**src/rtl/pipe_stage_skid.sv**
```systemverilog
// Pipeline stage register with valid/ready handshake and two-entry skid buffer.
// Control is zeroed in bubbles; a saturating counter tracks downstream stalls.
module pipe_stage_skid #(
  parameter int CTRL_W = 16,
  parameter int DATA_W = 128,
  parameter int CNT_W  = 16
) (
  input  logic              clk,
  input  logic              reset,
  input  logic              flush,
  input  logic              in_valid,
  output logic              in_ready,
  input  logic [CTRL_W-1:0] in_ctrl,
  input  logic [DATA_W-1:0] in_data,
  output logic              out_valid,
  input  logic              out_ready,
  output logic [CTRL_W-1:0] out_ctrl,
  output logic [DATA_W-1:0] out_data,
  output logic [CNT_W-1:0]  stall_count
);

  // bit0 = main valid, bit1 = skid valid; both handshake flags come straight off flops
  typedef enum logic [1:0] {
    EMPTY = 2'b00,
    ONE   = 2'b01,
    FULL  = 2'b11
  } state_t;

  state_t            r_state;
  state_t            w_nxt;
  logic [CTRL_W-1:0] r_main_c;
  logic [CTRL_W-1:0] r_skid_c;
  logic [DATA_W-1:0] r_main_d;
  logic [DATA_W-1:0] r_skid_d;
  logic [CNT_W-1:0]  r_cnt;

  logic w_in_fire;
  logic w_out_fire;
  logic w_ld_in;
  logic w_ld_skid;
  logic w_ld_fwd;
  logic w_drain;

  assign in_ready    = ~r_state[1];
  assign out_valid   = r_state[0];
  assign out_ctrl    = r_main_c;
  assign out_data    = r_main_d;
  assign stall_count = r_cnt;

  assign w_in_fire  = in_valid & in_ready;
  assign w_out_fire = out_valid & out_ready;

  always_comb begin
    w_nxt     = r_state;
    w_ld_in   = 1'b0;
    w_ld_skid = 1'b0;
    w_ld_fwd  = 1'b0;
    w_drain   = 1'b0;
    unique case (r_state)
      EMPTY: begin
        if (w_in_fire) begin
          w_nxt   = ONE;
          w_ld_in = 1'b1;
        end
      end
      ONE: begin
        if (w_in_fire && w_out_fire) begin
          w_ld_in = 1'b1;
        end else if (w_in_fire) begin
          w_nxt     = FULL;
          w_ld_skid = 1'b1;
        end else if (w_out_fire) begin
          w_nxt   = EMPTY;
          w_drain = 1'b1;
        end
      end
      FULL: begin
        if (w_out_fire) begin
          w_nxt    = ONE;
          w_ld_fwd = 1'b1;
        end
      end
      default: begin
        w_nxt   = EMPTY;
        w_drain = 1'b1;
      end
    endcase
  end

  always_ff @(posedge clk) begin
    if (reset) begin
      r_state  <= EMPTY;
      r_main_c <= '0;
      r_skid_c <= '0;
      r_main_d <= '0;
      r_skid_d <= '0;
    end else if (flush) begin
      r_state  <= EMPTY;
      r_main_c <= '0;
      r_skid_c <= '0;
    end else begin
      r_state <= w_nxt;
      if (w_ld_in) begin
        r_main_c <= in_ctrl;
        r_main_d <= in_data;
      end
      if (w_ld_fwd) begin
        r_main_c <= r_skid_c;
        r_main_d <= r_skid_d;
      end
      if (w_ld_skid) begin
        r_skid_c <= in_ctrl;
        r_skid_d <= in_data;
      end
      if (w_drain) begin
        r_main_c <= '0;
      end
    end
  end

  always_ff @(posedge clk) begin
    if (reset) begin
      r_cnt <= '0;
    end else if (out_valid && !out_ready && !(&r_cnt)) begin
      r_cnt <= r_cnt + CNT_W'(1);
    end
  end

endmodule
```
**config.mk**
```make
export PLATFORM = sky130hd
export DESIGN_NAME = pipe_stage_skid
export DESIGN_NICKNAME = d
export VERILOG_FILES = /design/src/rtl/pipe_stage_skid.sv
export SDC_FILE = /design/constraint.sdc
export NUM_CORES = 1
export LEC_CHECK = 0
export ABC_AREA = 1
export CAP_MARGIN = 20
export CORE_AREA = 2 2 165 167
export CTS_CLUSTER_DIAMETER = 40
export CTS_CLUSTER_SIZE = 8
export DETAILED_ROUTE_END_ITERATION = 12
export DIE_AREA = 0 0 167 169
export PLACE_DENSITY = 0.79
export SYNTH_ARGS = -nofsm -noshare
export SYNTH_HDL_FRONTEND = slang
export SYNTH_SLANG_ARGS = --single-unit
export TNS_END_PERCENT = 30
```
**constraint.sdc**
```tcl
create_clock -name clk -period 1.9 [get_ports clk]
set_input_delay 0.57 -clock clk [delete_from_list [all_inputs] [get_ports clk]]
set_output_delay 0.57 -clock clk [all_outputs]
set_load 0.02 [all_outputs]
```
==> results.json <==
{
  "status": "finished clean",
  "syn2layout_area_growth_pct": 38.1,
  "antenna_found_initial": 4,
  "ys_types": 27,
  "io_pins": 311,
  "die-area_sq_um": 28200,
  "min_from": "r_skid_d[120]",
  "ant_nets": 0,
  "hpwlAfterDp_mm": 25.0,
  "gp_congestion": 0.837,
  "rrSetupSlack_ns": 0.14,
  "h-tree-depth": 2,
  "dieWidth_um": 167,
  "hold-path-endpoint": "r_skid_d[120]",
  "seq_area_frac_synth_pct": 47.2,
  "cp_slowest_cell": "dfxtp_1",
  "ys_seq_elements": 306,
  "drt_iter0_markers": 1279,
  "wl_per_cell_um": 15.3,
  "worstHoldPathCells": 2,
  "grt_pass1_wl_mm": 62.6,
  "fp.dieH_um": 169,
  "p_per_area_nw_per_um2": 919,
  "min_path_type": "flop to flop",
  "multiInputGateArea_sq_um": 6100,
  "track_usage_pct": 26.5,
  "worstPathRequired_ns": 1.33,
  "path_cells": "dlygate4sd2_1",
  "core_sq_um": 26500,
  "clk_latency_ns": 0.52,
  "cts_max_path_buffers": 3,
  "power.leakage_nw": 8.04,
  "syn-num-nets": 2051,
  "postCtsHoldBufs": 0,
  "num-nets-final": 2342,
  "internal_power_w": 0.0124,
  "drc": 0,
  "arrival_ns": 1.29,
  "p_clk_share_pct": 45.6,
  "place.port_buffers": 310,
  "worst_pin_slew_ns": 0.496,
  "setup_tns_ns": 0,
  "cp_top_family": "flip-flops",
  "avgSynthCellArea_sq_um": 6.84,
  "cts_tree": "yes",
  "maxCapViolations": 0,
  "crit_type": "flop to primary output",
  "numCtsBuffers": 47,
  "power.share.sequential_pct": 41.9,
  "clock_sinks": 306,
  "cp-start-kind": "flop",
  "yosysWarnings": 0,
  "grt_max_degree": 101,
  "max_stage_delay_ns": 0.41,
  "period_share_pct": 98.1,
  "final-hold-violation-count": 0,
  "grt_overflow_total": 0,
  "ff2ff_path_depth": 7,
  "r2r_end": "out_data[118]",
  "power_switching_share_pct": 24.5,
  "pwr-share-comb_pct": 12.4,
  "slew_headroom_pct": 67.0,
  "critPathLaunch": "stall_count[7]",
  "power_switching_w": 0.00402,
  "clock-root-buffer": "clkbuf_16",
  "netlist_area_sq_um": 13000,
  "rsz0062_at_grt": "false",
  "vias_per_cell": 5.31,
  "reg2reg_from": "r_state[0]",
  "report.final.setup_viol": 0,
  "drive_gt1_share_pct": 6.91,
  "routed_wl_mm": 39.0,
  "crit_fanout": 5,
  "start_util_pct": 48.9,
  "period_needed_ns": 1.86,
  "cp.buffers_inverters": 1,
  "finalInstanceArea_sq_um": 17900,
  "timing.final.ws_setup_ns": 0.0353,
  "finalClockSkew_ns": 0.0106,
  "syn_inst": 1897,
  "clkTransAtPathRegs_ns": 0.05,
  "endpoint_kind": "primary output",
  "drv_slew": 0,
  "seqCellArea_sq_um": 6130,
  "clock.fmax_mhz": 536,
  "vias": 13500,
  "place_area_sq_um": 16700,
  "rows": 60,
  "grt_pass1_vias": 12900,
  "peakVddDrop_uv": 695,
  "dp_slack_ns": -0.379,
  "p_total_w": 0.0164,
  "fill_cells": 2246,
  "dr.pass1.iters": 5
}
-- how the worst max path moves through the flow --
stage | end | slack [ns] | depth (start not counted)
after floorplan | out_data[107] | 0.11 | 10
after global placement | out_ctrl[2] | -0.30 | 9
after detailed placement | out_ctrl[5] | -0.38 | 9
after CTS | stall_count[3] | 0.005 | 1
after global routing | stall_count[7] | 0.002 | 1
final | stall_count[7] | 0.04 | 1
-- layout make-up --
| class | instances | area share [%] |
|---|---|---|
| diodes | 3 | 0.0419 |
| well taps | 341 | 2.38 |
| inverters | 35 | 0.839 |
| repair buffers | 379 | 21.0 |
| clock inverters | 5 | 0.300 |
| clock buffers | 57 | 7.18 |
| flip-flops and latches | 306 | 34.2 |
| multi-input cells | 1419 | 34.1 |
-- cell usage in the layout, fill, tap and decap left out, types with 3 or more instances in the layout --
cell type,n
clkbuf_16,51
dfxtp_1,304
nand4_1,5
nand2_4,3
nand3_1,143
diode_2,3
clkinv_2,3
clkbuf_8,3
ha_1,4
buf_12,22
nor2_2,3
a21oi_1,42
buf_4,44
clkdlybuf4s15_1,3
nand2_1,367
nor2_1,550
o21ai_0,241
o21ai_1,44
inv_1,27
clkbuf_1,5
nand2_2,3
dlygate4sd2_1,156
clkdlybuf4s50_1,148
xor2_1,4
-- per-stage QoR --
stage                     utilization, %  hold slack [ns]  cells
after floorplan                        -            0.424   1897
after global placement              62.9            0.431   2478
after detailed placement            62.9            0.437   2478
after CTS                           67.3            0.444   2540
after global routing                67.6            0.470   2545
final                               67.6            0.443   2545
-- metal layers --
metal,routed length [um],part of all wire [%],vias to the layer above,global-route usage (%)
met3,3280,8.4,124,6.31
met2,18200,47,566,43.3
li1,-,-,6657,-
met5,13,0.033,-,0
met1,15700,40,6167,32.9
met4,1790,4.6,2,13.3
-- power groups by stage --
stage | Clock, W | Combinational [W] | Sequential [W]
final | 0.00751 | 0.00204 | 0.00690
after global routing | 0.00790 | 0.00225 | 0.00692
after CTS | 0.00760 | 0.00202 | 0.00689
after detailed placement | 0 | 0.00215 | 0.00702
after global placement | 0 | 0.00211 | 0.00701
after floorplan | 0 | 0.000835 | 0.00724
-- Yosys cell counts (all sizes together) --
cell type	n	share of area, %
a21oi	42	1.6
a21boi	1	0.058
clkinv	2	0.058
nand4	5	0.24
xnor2	2	0.14
nand2	373	11
clkbuf	71	2.1
o21ai	286	11
nor2	554	16
o31ai	1	0.096
dfxtp	306	47
xor2	4	0.27
ha	5	0.48
nand3	144	5.7
buf	66	2.9
inv	33	0.96
nor3	2	0.077
-- registers in the layout, indices dropped and copies added (netlist names) --
name         count
out_data       128
r_skid_d       128
r_skid_c        16
r_state          2
out_ctrl        16
stall_count     16
-- timing repair --
action,CTS,global route
gates cloned,0,2
buffers inserted,0,0
pin swaps,0,1
setup endpoints to repair,163,91
resized for setup,168,11
-- kinds of logic (layout without fill, tap and decap cells) --
kind of cell    after synthesis  after routing  share of synthesized area [%]
xor+xnor                      6              6                          0.405
flops                       306            306                           47.2
other cells                   0              3                              0
simple gates               1078           1078                           33.0
buf+inv                     172            476                           6.04
fa+ha+maj                     5              5                          0.482
compound gates              330            330                           12.8
Power figures use the tool's default switching activity.
